<file path="src/rtl/rf_write_ctrl.sv">
// Write-side initiator for the register file: an in-order write queue fed by
// a valid/ready handshake, drained one entry per cycle onto the write port.
// Operands that still have a pending write in the queue get the queued value
// forwarded, so decode never reads stale register file data.
module rf_write_ctrl #(
  parameter int DATA_W   = 32,
  parameter int ADDR_W   = 3,
  parameter int DEPTH    = 2,
  parameter int ZERO_REG = 1
) (
  input  logic              clk,
  input  logic              rst,
  input  logic              in_valid,
  output logic              in_ready,
  input  logic [ADDR_W-1:0] in_addr,
  input  logic [DATA_W-1:0] in_data,
  input  logic              rf_busy,
  output logic              sto,
  output logic [ADDR_W-1:0] waddr,
  output logic [DATA_W-1:0] dataIn,
  input  logic [ADDR_W-1:0] rd_addr1,
  input  logic [ADDR_W-1:0] rd_addr2,
  input  logic [DATA_W-1:0] databus1,
  input  logic [DATA_W-1:0] databus2,
  output logic [DATA_W-1:0] op_data1,
  output logic [DATA_W-1:0] op_data2,
  output logic              fwd_hit1,
  output logic              fwd_hit2,
  output logic [15:0]       wr_count
);

  localparam int PTR_W = $clog2(DEPTH);
  localparam int CNT_W = PTR_W + 1;

  logic [ADDR_W-1:0] addr_q [DEPTH];
  logic [DATA_W-1:0] data_q [DEPTH];
  logic [PTR_W-1:0]  head;
  logic [PTR_W-1:0]  tail;
  logic [CNT_W-1:0]  count;
  logic [PTR_W-1:0]  fwd_idx;

  logic not_empty;
  logic zero_dest;
  logic push;
  logic pop;

  assign not_empty = (count != '0);
  // No pass-through: a full queue refuses even if a pop happens this cycle.
  assign in_ready  = (count < CNT_W'(DEPTH));
  // Writes to the hardwired zero register complete the handshake but vanish.
  assign zero_dest = (ZERO_REG != 0) && (in_addr == '0);
  assign push      = in_valid && in_ready && !zero_dest;
  // sto is derived from count, so it drops together with the async reset.
  assign sto       = not_empty && !rf_busy;
  assign pop       = sto;
  assign waddr     = not_empty ? addr_q[head] : '0;
  assign dataIn    = not_empty ? data_q[head] : '0;

  // Queue storage; validity is tracked by count, so entries need no reset.
  always_ff @(posedge clk) begin
    if (push) begin
      addr_q[tail] <= in_addr;
      data_q[tail] <= in_data;
    end
  end

  // Head/tail pointers and occupancy; pointers wrap naturally (DEPTH is 2^n).
  always_ff @(posedge clk or negedge rst) begin
    if (!rst) begin
      head  <= '0;
      tail  <= '0;
      count <= '0;
    end else begin
      if (push) tail <= tail + 1'b1;
      if (pop)  head <= head + 1'b1;
      case ({push, pop})
        2'b10:   count <= count + 1'b1;
        2'b01:   count <= count - 1'b1;
        default: count <= count;
      endcase
    end
  end

  // Saturating count of writes committed to the register file.
  always_ff @(posedge clk or negedge rst) begin
    if (!rst) begin
      wr_count <= '0;
    end else if (pop && (wr_count != 16'hFFFF)) begin
      wr_count <= wr_count + 16'd1;
    end
  end

  // Operand forwarding: scan oldest to youngest so the youngest match wins.
  always_comb begin
    op_data1 = databus1;
    op_data2 = databus2;
    fwd_hit1 = 1'b0;
    fwd_hit2 = 1'b0;
    fwd_idx  = head;
    for (int i = 0; i < DEPTH; i++) begin
      fwd_idx = head + PTR_W'(i);
      if (CNT_W'(i) < count) begin
        if (addr_q[fwd_idx] == rd_addr1) begin
          op_data1 = data_q[fwd_idx];
          fwd_hit1 = 1'b1;
        end
        if (addr_q[fwd_idx] == rd_addr2) begin
          op_data2 = data_q[fwd_idx];
          fwd_hit2 = 1'b1;
        end
      end
    end
    if ((ZERO_REG != 0) && (rd_addr1 == '0)) begin
      op_data1 = '0;
      fwd_hit1 = 1'b0;
    end
    if ((ZERO_REG != 0) && (rd_addr2 == '0)) begin
      op_data2 = '0;
      fwd_hit2 = 1'b0;
    end
  end

endmodule

</file>
<file path="config.mk">
export PLATFORM = sky130hd
export DESIGN_NAME = rf_write_ctrl
export DESIGN_NICKNAME = d
export VERILOG_FILES = /design/src/rtl/rf_write_ctrl.sv
export SDC_FILE = /design/constraint.sdc
export NUM_CORES = 1
export LEC_CHECK = 0
export CORE_MARGIN = 10
export CORE_UTILIZATION = 49
export DETAILED_ROUTE_END_ITERATION = 10
export PLACE_DENSITY = 0.95
export SLEW_MARGIN = 25
export SYNTH_ARGS = -nofsm -noshare
export SYNTH_HDL_FRONTEND = slang
export SYNTH_SLANG_ARGS = --single-unit
</file>
<file path="constraint.sdc">
create_clock -name clk -period 7.2 [get_ports clk]
set_input_delay 0.72 -clock clk [delete_from_list [all_inputs] [get_ports clk]]
set_output_delay 0.72 -clock clk [all_outputs]
set_load 0.02 [all_outputs]
</file>
==> summary.md <==
| Metric | Value |
|---|---|
| Core footprint | 0.0120 mm² |
| Number of H-tree levels | 3 |
| Unrepaired setup endpoints after global routing | false |
| CP bufs+invs | 2 |
| Worst endpoint required time | 6.48 ns |
| Top FF cell, synth | edfxtp_1 |
| Status | completed |
| Remaining antenna violation count after routing | 0 |
| Average cell area after synthesis | 9.46 µm² |
| Cells resized by post-CTS repair | 0 |
| Max-slew violation count | 0 |
| Global placer's final weighted congestion | 0.945 |
| Routed wl met2 | 10500 µm |
| Vias in the first global route | 5936 |
| Crit share post-route | 0.670 |
| Most instantiated cells after synthesis | 136 x nand2_1, 70 x edfxtp_1, 65 x a21oi_1 |
| CTS Buffer Depth | 2 |
| Total GRT Usage | 0.245 |
| Worst EP arrival | 4.10 ns |
| Leakage | 3.11 nW |
| Crit path max fanout | 33 |
| Sequential fraction of the synthesis area | 0.436 |
| Count leader, synth | nand2_1 |
| DP Wirelength | 15700 µm |
| GR Overflow Total | 0 |
| Initial core utilization | 0.499 |
| Multi-input combinational cell area | 0.00317 mm² |
| Cell Chain, Critical Path | mux2i_4 -> xor2_4 -> and4b_1 -> buf_4 -> o221ai_1 -> a21oi_1 -> clkdlybuf4s50_1 |
| Mapped Area | 0.00597 mm² |
| Initial antenna violation count | 0 |
| Die X | 130 µm |
| Post-synth EDFFs | 70 |
| DR iter-0 viols | 606 |
| CTS Hold Buffers Added | 0 |
| DR WL/cell | 22.6 µm |
| Asr flop ratio synth | 0.222 |
| Tightest Pin Transition | 0.938 ns |
| Worst path max stage delay | 0.77 ns |
| Setup TNS | 0 ns |
| Fmax | 0.207 GHz |
| Yosys top cell by area | edfxtp_1 |
| PnR Total Power | 3.52 mW |
| Nets | 937 |
| Number of max-cap violations | 0 |
| Syn nets | 744 |
| Area Overhead vs Synth | 45.8% |
| Die height | 130 µm |
| Critical Path End Type | output port |
| Met1 WL | 8260 µm |
| Setup Fix Bufs, Post-CTS | 0 |
| Inserted Clock Buffers | 9 |
| Die Area | 0.0170 mm² |
| Fillcell total | 872 |
| Worst rel slew slack | 0.374 |
| VDD IR-drop max | 0.275 mV |
| Buffers on Ports | 227 |
| Clk pin slew, worst setup/hold paths | 0.06 ns |
| Post-synthesis cell count | 631 |
| Worst clock skew | 0.00452 ns |
| Root buffer cell | clkbuf_16 |
| Placed cell count | 958 |
| Routed WL | 22000 µm |
| Final min period | 4.82 ns |
| DR pass1 iterations | 5 |
| Hold Crit Class | flip-flop to flip-flop |
| DR DRC count | 0 |
| Vias | 5949 |
| CP top delay family | buffers and inverters |
| Ys Warns | 0 |
| Unique masters post-synth | 34 |
| Met3 WL | 2510 µm |
| TritonCTS clock tree | done |
| P per Cell Area | 404 mW/mm² |
| Reg area | 0.00261 mm² |
| Endpoints failing hold | 0 |
| Post-synthesis register bit count | 90 |
| Global-route wire length before repair | 32700 µm |
| Slowest cell on the critical path | dfrtp_4 |
| Area share of the leading cell type in the synthesized netlist | 0.352 |
| WS Path Type | flip-flop to output port |
| Fraction of layout cells with a size suffix above 1 | 0.0929 |
| Clk_lat worst skew | 0.33 ns |
| Via-to-Cell Ratio | 6.10 |
| IO Pins | 228 |
| Antenna Diode Count | 0 |
| Layout Cells excl Fill | 976 |
| Crit path launch type | flip-flop |
| Final setup viols | 0 |
| Area contributors post-synth | edfxtp_1 35%, o221ai_1 9.4%, nand2_1 8.6%, dfrtp_1 8.4%, mux2_2 6.2% |
| Pin count of the biggest net entering global routing | 72 |
| Std cell rows | 40 |
| Highest metal used | met4 |
| # clock sinks | 90 |
[worst reg2reg max path, stage by stage, from the launching register on]
cell and delay [ns]:
dfrtp_1 0.39, inv_1 0.10, ha_2 0.36, nor2_1 0.48, nand4_1 0.20, or4b_1 0.62, nor3_1 0.20, xor2_1 0.16
[state kept, by name (all words and copies together) (netlist names)]
name	flops
count	2
tail	1
addr_q	6
head	1
data_q	64
wr_count	16
[kinds of logic (layout without fill, tap and decap cells)]
| logic type | count (synthesis) | after routing | share of synthesized area |
|---|---|---|---|
| AO/OA/AOI/OAI | 132 | 132 | 0.152 |
| XOR/XNOR | 31 | 31 | 0.0455 |
| adder cells (fa/ha/maj) | 4 | 4 | 0.00838 |
| buffers and inverters | 61 | 259 | 0.0495 |
| flip-flops | 90 | 90 | 0.436 |
| multiplexers | 71 | 71 | 0.129 |
| AND/OR/NAND/NOR | 242 | 242 | 0.179 |
[area by class of cell]
| cell class | count | share of cell area |
|---|---|---|
| Clock inverter | 4 | 0.00316 |
| Sequential cell | 90 | 0.300 |
| Timing Repair Buffer | 238 | 0.277 |
| Inverter | 5 | 0.00216 |
| Multi-Input combinational cell | 480 | 0.364 |
| Clock buffer | 12 | 0.0332 |
| Tap cell | 147 | 0.0211 |
[layout by cell type (no fill, tap or decap), types with 3 or more instances in the layout]
cell type,netlist,routed
a21oi_1,65,65
nor2_1,46,44
dfrtp_1,20,19
nand3_1,9,9
nor2b_1,32,32
mux2i_1,35,35
clkdlybuf4s50_1,0,227
xor2_1,12,10
nand2_1,136,134
xnor2_1,19,19
mux2_2,33,33
edfxtp_1,70,70
o221ai_1,64,64
buf_4,2,8
nand4_1,3,3
ha_1,4,3
clkbuf_16,0,11
inv_1,5,5
[metrics by stage]
stage	hold slack [ns]	utilization	worst slack, ns	instance area, µm²
global placement	0.483	0.694	2.35	8300
finish	0.495	0.727	2.38	8700
CTS	0.498	0.723	1.94	8650
detailed placement	0.488	0.697	2.29	8340
floorplan	0.424	-	4.24	5970
global route	0.513	0.727	2.21	8700
[worst paths after layout]
| path | start | end | slack [ns] | cells after the start |
|---|---|---|---|---|
| max | head | op_data1[4] | 2.38 | 7 |
| max in group asynchronous | rst | head | 5.68 | 1 |
| min reg2reg | wr_count[13] | wr_count[13] | 0.49 | 1 |
| min in group asynchronous | rst | wr_count[5] | 0.88 | 1 |
| min | wr_count[13] | wr_count[13] | 0.49 | 1 |
| max reg2reg | count[1] | wr_count[15] | 4.62 | 7 |
[metal layers]
| layer | track usage | up-vias |
|---|---|---|
| met3 | 0.0733 | 69 |
| met4 | 0.101 | 0 |
| met5 | 0 | - |
| met2 | 0.416 | 380 |
| met1 | 0.284 | 2809 |
| li1 | - | 2691 |
[where the power goes]
part           internal (mW)  switching (mW)  total [mW]
Combinational          0.972            1.27        2.25
Sequential             0.677           0.109       0.785
Clock                  0.287           0.198       0.485
Total                   1.94            1.58        3.52
Power figures use the tool's default switching activity.
